===== config.mk =====
export PLATFORM = sky130hd
export DESIGN_NAME = ecp_pll_reset_seq
export DESIGN_NICKNAME = d
export VERILOG_FILES = /design/src/rtl/ecp_rst_pkg.sv /design/src/rtl/sync_bit.sv /design/src/rtl/ecp_pll_reset_seq.sv
export SDC_FILE = /design/constraint.sdc
export NUM_CORES = 1
export LEC_CHECK = 0
export ABC_AREA = 1
export CORE_UTILIZATION = 60
export CTS_CLUSTER_SIZE = 40
export DETAILED_ROUTE_END_ITERATION = 7
export PLACE_DENSITY = 0.84
export SLEW_MARGIN = 20
export SYNTH_ARGS = -nofsm -noshare
export SYNTH_HDL_FRONTEND = slang
export SYNTH_SLANG_ARGS = --single-unit

===== constraint.sdc =====
create_clock -name clkin -period 4.1 [get_ports clkin]
set_input_delay 0.82 -clock clkin [delete_from_list [all_inputs] [get_ports clkin]]
set_output_delay 0.82 -clock clkin [all_outputs]
set_load 0.01 [all_outputs]

===== src/rtl/ecp_rst_pkg.sv =====
// Shared types and helpers for the PLL bring-up supervisor.
package ecp_rst_pkg;

    typedef enum logic [1:0] {
        PLLRST    = 2'd0,
        WAIT_LOCK = 2'd1,
        STABLE    = 2'd2,
        RUN       = 2'd3
    } seq_state_e;

    // Width of a down-counter able to hold the largest of three load values.
    function automatic int ctr_width(input int a, input int b, input int c);
        int m;
        m = a;
        if (b > m) m = b;
        if (c > m) m = c;
        return (m < 2) ? 1 : $clog2(m + 1);
    endfunction

endpackage


===== src/rtl/sync_bit.sv =====
// N-flop single-bit synchroniser with asynchronous active-low clear.
module sync_bit #(
    parameter int STAGES = 2
) (
    input  logic clk,
    input  logic rst_n,
    input  logic d,
    output logic q
);

    logic [STAGES-1:0] chain;

    // Shift the asynchronous input through the flop chain; the last flop is the safe copy.
    always_ff @(posedge clk or negedge rst_n) begin
        if (!rst_n) chain <= '0;
        else        chain <= {chain[STAGES-2:0], d};
    end

    assign q = chain[STAGES-1];

endmodule


===== src/rtl/ecp_pll_reset_seq.sv =====
// PLL bring-up supervisor: pulses the PLL reset, qualifies lock, releases the design reset.
module ecp_pll_reset_seq
    import ecp_rst_pkg::*;
#(
    parameter int SYNC_STAGES   = 2,
    parameter int RST_PULSE     = 16,
    parameter int LOCK_TIMEOUT  = 65536,
    parameter int STABLE_CYCLES = 4096,
    parameter int CNT_W         = 8
) (
    input  logic             clkin,
    input  logic             resetn,
    input  logic             locked,
    output logic             pll_rst,
    output logic             sys_rst_n,
    output logic             ready,
    output logic             lock_lost,
    output logic [CNT_W-1:0] retry_cnt,
    output logic [CNT_W-1:0] loss_cnt
);

    localparam int               CTR_W        = ctr_width(RST_PULSE, LOCK_TIMEOUT, STABLE_CYCLES);
    localparam logic [CTR_W-1:0] LOAD_RST     = CTR_W'(RST_PULSE);
    localparam logic [CTR_W-1:0] LOAD_TIMEOUT = CTR_W'(LOCK_TIMEOUT);
    localparam logic [CTR_W-1:0] LOAD_STABLE  = CTR_W'(STABLE_CYCLES);
    localparam logic [CTR_W-1:0] CTR_ONE      = CTR_W'(1);
    localparam logic [CNT_W-1:0] CNT_MAX      = '1;

    seq_state_e       state, state_next;
    logic [CTR_W-1:0] ctr, ctr_next;
    logic             lock_s;
    logic             retry_inc;
    logic             loss_inc;

    sync_bit #(.STAGES(SYNC_STAGES)) u_lock_sync (
        .clk   (clkin),
        .rst_n (resetn),
        .d     (locked),
        .q     (lock_s)
    );

    // Next-state logic; the shared down-counter is reloaded on every state entry.
    always_comb begin
        state_next = state;
        ctr_next   = ctr - CTR_ONE;
        retry_inc  = 1'b0;
        loss_inc   = 1'b0;
        unique case (state)
            PLLRST: begin
                if (ctr == CTR_ONE) begin
                    state_next = WAIT_LOCK;
                    ctr_next   = LOAD_TIMEOUT;
                end
            end
            WAIT_LOCK: begin
                // Lock takes priority over a timeout that expires on the same cycle.
                if (lock_s) begin
                    state_next = STABLE;
                    ctr_next   = LOAD_STABLE;
                end else if (ctr == CTR_ONE) begin
                    state_next = PLLRST;
                    ctr_next   = LOAD_RST;
                    retry_inc  = 1'b1;
                end
            end
            STABLE: begin
                if (!lock_s) begin
                    state_next = WAIT_LOCK;
                    ctr_next   = LOAD_TIMEOUT;
                end else if (ctr == CTR_ONE) begin
                    state_next = RUN;
                    ctr_next   = '0;
                end
            end
            RUN: begin
                ctr_next = ctr;
                // No PLL reset on a loss; the WAIT_LOCK timeout retries a PLL that stays down.
                if (!lock_s) begin
                    state_next = WAIT_LOCK;
                    ctr_next   = LOAD_TIMEOUT;
                    loss_inc   = 1'b1;
                end
            end
            default: begin
                state_next = PLLRST;
                ctr_next   = LOAD_RST;
            end
        endcase
    end

    // State, counter and outputs decoded from the next state so they move together.
    always_ff @(posedge clkin or negedge resetn) begin
        if (!resetn) begin
            state     <= PLLRST;
            ctr       <= LOAD_RST;
            pll_rst   <= 1'b1;
            sys_rst_n <= 1'b0;
            ready     <= 1'b0;
        end else begin
            state     <= state_next;
            ctr       <= ctr_next;
            pll_rst   <= (state_next == PLLRST);
            sys_rst_n <= (state_next == RUN);
            ready     <= (state_next == RUN);
        end
    end

    // Sticky loss flag and saturating event counters, cleared only by resetn.
    always_ff @(posedge clkin or negedge resetn) begin
        if (!resetn) begin
            lock_lost <= 1'b0;
            retry_cnt <= '0;
            loss_cnt  <= '0;
        end else begin
            if (loss_inc) lock_lost <= 1'b1;
            if (retry_inc && (retry_cnt != CNT_MAX)) retry_cnt <= retry_cnt + 1'b1;
            if (loss_inc && (loss_cnt != CNT_MAX))   loss_cnt  <= loss_cnt + 1'b1;
        end
    end

endmodule


Word-level counts from Yosys, hierarchy flattened
Index checks and enable logic that the tools add are counted.

storage, ports and cells
  flip-flop bits (word level) = 40
  output and inout bits = 20
  logic and storage cells = 42

operators by class
  multiplexer cells = 19
  reduce and logical (&&, ||, !) cells = 4
  add/sub/neg operators = 3
  equal/unequal tests = 8

operator list
  kind                                                                    count
  17-bit 2-to-1 mux                                                       6
  17-bit one-hot mux with 4 select lines                                  1
  17-bit by 1-bit equality test with 1-bit output, second input constant  1
  17-bit by 1-bit subtractor with 17-bit output, second input constant    1
  8-bit by 1-bit adder with 8-bit output, second input constant           2
  8-bit != test, second input constant                                    2
  2-bit 2-to-1 mux                                                        6
  2-bit one-hot mux with 4 select lines                                   1
  2-bit equality test, second input constant                              3
  1-bit 2-to-1 mux                                                        5
  2-bit zero test                                                         2
  2-bit by 1-bit equality test with 1-bit output, second input constant   1
  1-bit logical AND                                                       2
  2-bit != test, second input constant                                    1

Longest topological paths before layout
  word-level depth = 5
  gate-level depth with buffers = 12

Hierarchy
A second synthesis with hierarchy kept.

second synthesis, totals
  cell total of the unflattened synthesis = 276
  area total of the unflattened synthesis = 2255.9 sq um

modules (own cells, without submodules)
  module             times used  cells an instance  seq. area each (sq um)  area each (sq um)
  ecp_pll_reset_seq  1           274                953.4                   2205.9
  sync_bit           1           2                  50.0                    50.0

Worst setup path before layout
Ideal clock, no wire load.

  path kind = reg-to-reg
  start = reg retry_cnt[0]
  end = reg retry_cnt[6]
  setup time = 0.113 ns
  stages on the path, launching flop included = 11
  path buffers = 0
  data arrival time = 1.363 ns
  path slack = 2.624 ns
  period minus slack after synthesis = 1.476 ns
  data required time = 3.987 ns
  cell sequence = dfrtp_1 > ha_1 > nand3_1 > nor3_2 > nand3_1 > nand2_4 > inv_2 > nand2_1 > nand2_1 > nand2_1 > inv_1

on the way
  word-level cells in the longest chain between the ends = 2
  elaborated cells on any way between the ends = 3
  classes of those cells = add/sub (1); eq/ne (1); reduce/logical (1)

RTL lines
  item                                                                            line                      source
  start, declared                                                                 ecp_pll_reset_seq.sv:18   output logic [CNT_W-1:0] retry_cnt,
  start signal, assigned                                                          ecp_pll_reset_seq.sv:116  if (retry_inc && (retry_cnt != CNT_MAX)) retry_cnt <= retry_cnt + 1'b1;
  branches (longest 2 deep; another with 8-bit by 1-bit adder with 8-bit output)  n/a

Parallel ways; which one is timed is not known.
A chain may end at the register's enable or synchronous reset.

Worst setup path after layout
  start = reg pll_rst
  end = out pll_rst

RTL lines
  item                    line                      source
  start, declared         ecp_pll_reset_seq.sv:14   output logic pll_rst,
  start signal, assigned  ecp_pll_reset_seq.sv:102  pll_rst <= (state_next == PLLRST);

No word-level cell between the ends.

==> metrics.cfg <==
[run_status]
status=finished clean

[floorplan]
core_area_sq_mm=0.00342
dieArea_sq_mm=0.00390
dieWidth_um=62.5
boundaryPins=23
die_y_um=62.5
num_rows=21
initial_utilization_pct=64.2

[drt]
top_layer=met4
vias=1747
routedWlPerCell_um=11.8
post_drt_via_cell_ratio=5.14
drt-pass1-iter-count=4
antenna_left=0
dr_wl_met3_um=106
route.met2.wl_mm=1.97
wl_met1_mm=1.87
drt_wl_total_mm=4.01
drc=0
first_iter_violations=96

[power_and_ir_drop]
power.leakage_nw=1.19
total_power_w=0.000666
ir_worst_vdd_mv=0.247
p_per_area_mw_per_mm2=263

[layout]
area_delta_synth_final_pct=15.5
antenna_cells=0
nFillCells=258
final_cell_area_sq_mm=0.00253
drive_gt1_share_pct=11.6
fin_nets=300

[logic_synthesis]
synthArstFlopShare_pct=100
synth_common_cells=nand2_1 (63), dfrtp_1 (38), inv_1 (38)
synth.most_common_cell=nand2_1
synth_top_area_share_pct=43.3
ys_warn_count=0
synth_seq_area_share_pct=45.7
synth_largest_area_cell=dfrtp_1
synth_area_sq_mm=0.00219
synthCells=266
synth-edff-count=0
syn-num-nets=273
ys.flop_type=dfrtp_1
synth_seq_cells=40
avgSynthCellArea_sq_um=8.25
synth.distinct_cells=30
yosys-top-cells-area=dfrtp_1 (43%), nand2_1 (11%), inv_1 (6.5%)

[setup_path]
r2r_end=loss_cnt[2]
worstPathArrival_ns=1.41
crit_path_start_kind=flop
cp-end-kind=output port
r2r_cells=8
critPathLaunch=pll_rst
cp_max_fo=1
path_cells=clkdlybuf4s50_1
slowest_delay_ns=0.54
crit_slowest_cell=dfstp_2
cp_num_buf_inv=1
critical_path.top_delay_family=flip-flops
r2r-start=loss_cnt[1]
required_ns=3.28
criticalPathCategory=flop to output port
crit_end=pll_rst
worst-path-stages=1
rrSetupSlack_ns=2.44

[sta]
hold_viol=0
min_period_over_period_pct=54.4
grt_setup_unrepaired=no
setup_ws_ns=1.87
whs_ns=0.365
fmax_ghz=0.448
period_minus_slack_ns=2.23
worst_slew_pin_slew_ns=0.884
slew_violations=0
final.setup.tns_ns=0
relSlewSlack_pct=41.1
setup_violations=0
fin_skew_ns=0.0143

[clock_network]
cts_tree=yes
clock_latency_ns=0.35
cts.reportedPaths.clkPinSlew_ns=0.12
cts_resized=0
cts_htree_levels=2
cts.hold.buffers_added=0
cts.sinks=40
root_buffer=clkbuf_4
clock_path_buffers=2
cts_setup_buffers=0
cts_buffers=5

[job]
drv_cap=0

[placed_design]
hpwl_mm=2.98
port_buffers=22
post-place-ws_ns=2.27
post_dp_cell_area_sq_mm=0.00245
gp_congestion=0.779

[global_routing]
antenna_found_initial=0
grt.total_usage_pct=22.9
grt_pass1_wl_mm=7.10
grt.overflow.total=0
grt_max_degree=41
grt_pass1_vias=1687

[worst_hold_path]
hold_start=u_lock_sync.chain[0]
hold_path.class=flop to flop

## through the flow
step | cells | utilization (%)
after floorplan | 266 | -
after global placement | 332 | 71.9
after detailed placement | 332 | 71.9
after CTS | 340 | 74.2
after global routing | 340 | 74.2
final | 340 | 74.2
## cell usage in the layout (no fill, tap or decap), types with 7 or more instances in the layout
master,count
clkdlybuf4s50_1,21
dfrtp_1,38
inv_1,38
nand2_1,63
nand3_1,18
nor2_1,24
nor2_4,7
o21ai_0,12
o22ai_1,7
xor2_1,15
## sequential cells by signal, summed over array words and instances, names as in the netlist
signal / flops
ctr: 17
loss_cnt: 8
lock_lost: 1
pll_rst: 1
ready: 1
u_lock_sync.chain: 2
retry_cnt: 8
state: 2
## where the power goes
group           total [W]  leakage (nW)  switching [W]  internal (W)
Sequential       0.000396         0.469    0.000000975      0.000396
Combinational  0.00000932         0.678     0.00000807    0.00000126
Clock            0.000260        0.0412       0.000133      0.000127
## metal layers
metal,track usage (%),vias to the layer above
met3,5.47,10
met5,0,-
met4,6.69,0
li1,-,889
met1,28.7,815
met2,39.1,33
## worst min-delay path by stage
stage / endpoint / slack, ns / depth (start not counted)
final: u_lock_sync.chain[1] / 0.37 / 0
after global routing: u_lock_sync.chain[1] / 0.38 / 0
after CTS: u_lock_sync.chain[1] / 0.36 / 0
after detailed placement: u_lock_sync.chain[1] / 0.34 / 0
after global placement: u_lock_sync.chain[1] / 0.33 / 0
after floorplan: u_lock_sync.chain[1] / 0.33 / 0
## kinds of logic after synthesis
family / Yosys count / synth area share [%]
compound gates: 29 / 7.41
buf+inv: 42 / 7.41
simple gates: 131 / 29.2
flops: 40 / 45.7
xor+xnor: 20 / 7.98
fa+ha+maj: 4 / 2.28
## area by class of cell
class	count	area (sq um)	share of cell area (%)
multi-input cells	184	1030	40.6
flip-flops and latches	40	1000	39.6
repair buffers	22	215	8.49
inverters	40	150	5.92
well taps	46	57.6	2.27
clock inverters	3	42.5	1.68
clock buffers	5	37.5	1.48
## worst reg2reg max path, delay by kind of cell, from the launching register on
kind / cells / cell delay, ns
flip-flops: 1 / 0.41
XOR/XNOR: 1 / 0.15
AND/OR/NAND/NOR: 5 / 0.70
buffers and inverters: 1 / 0.14
adder cells (fa/ha/maj): 1 / 0.18
No activity file was read; power rests on OpenSTA's default activity.
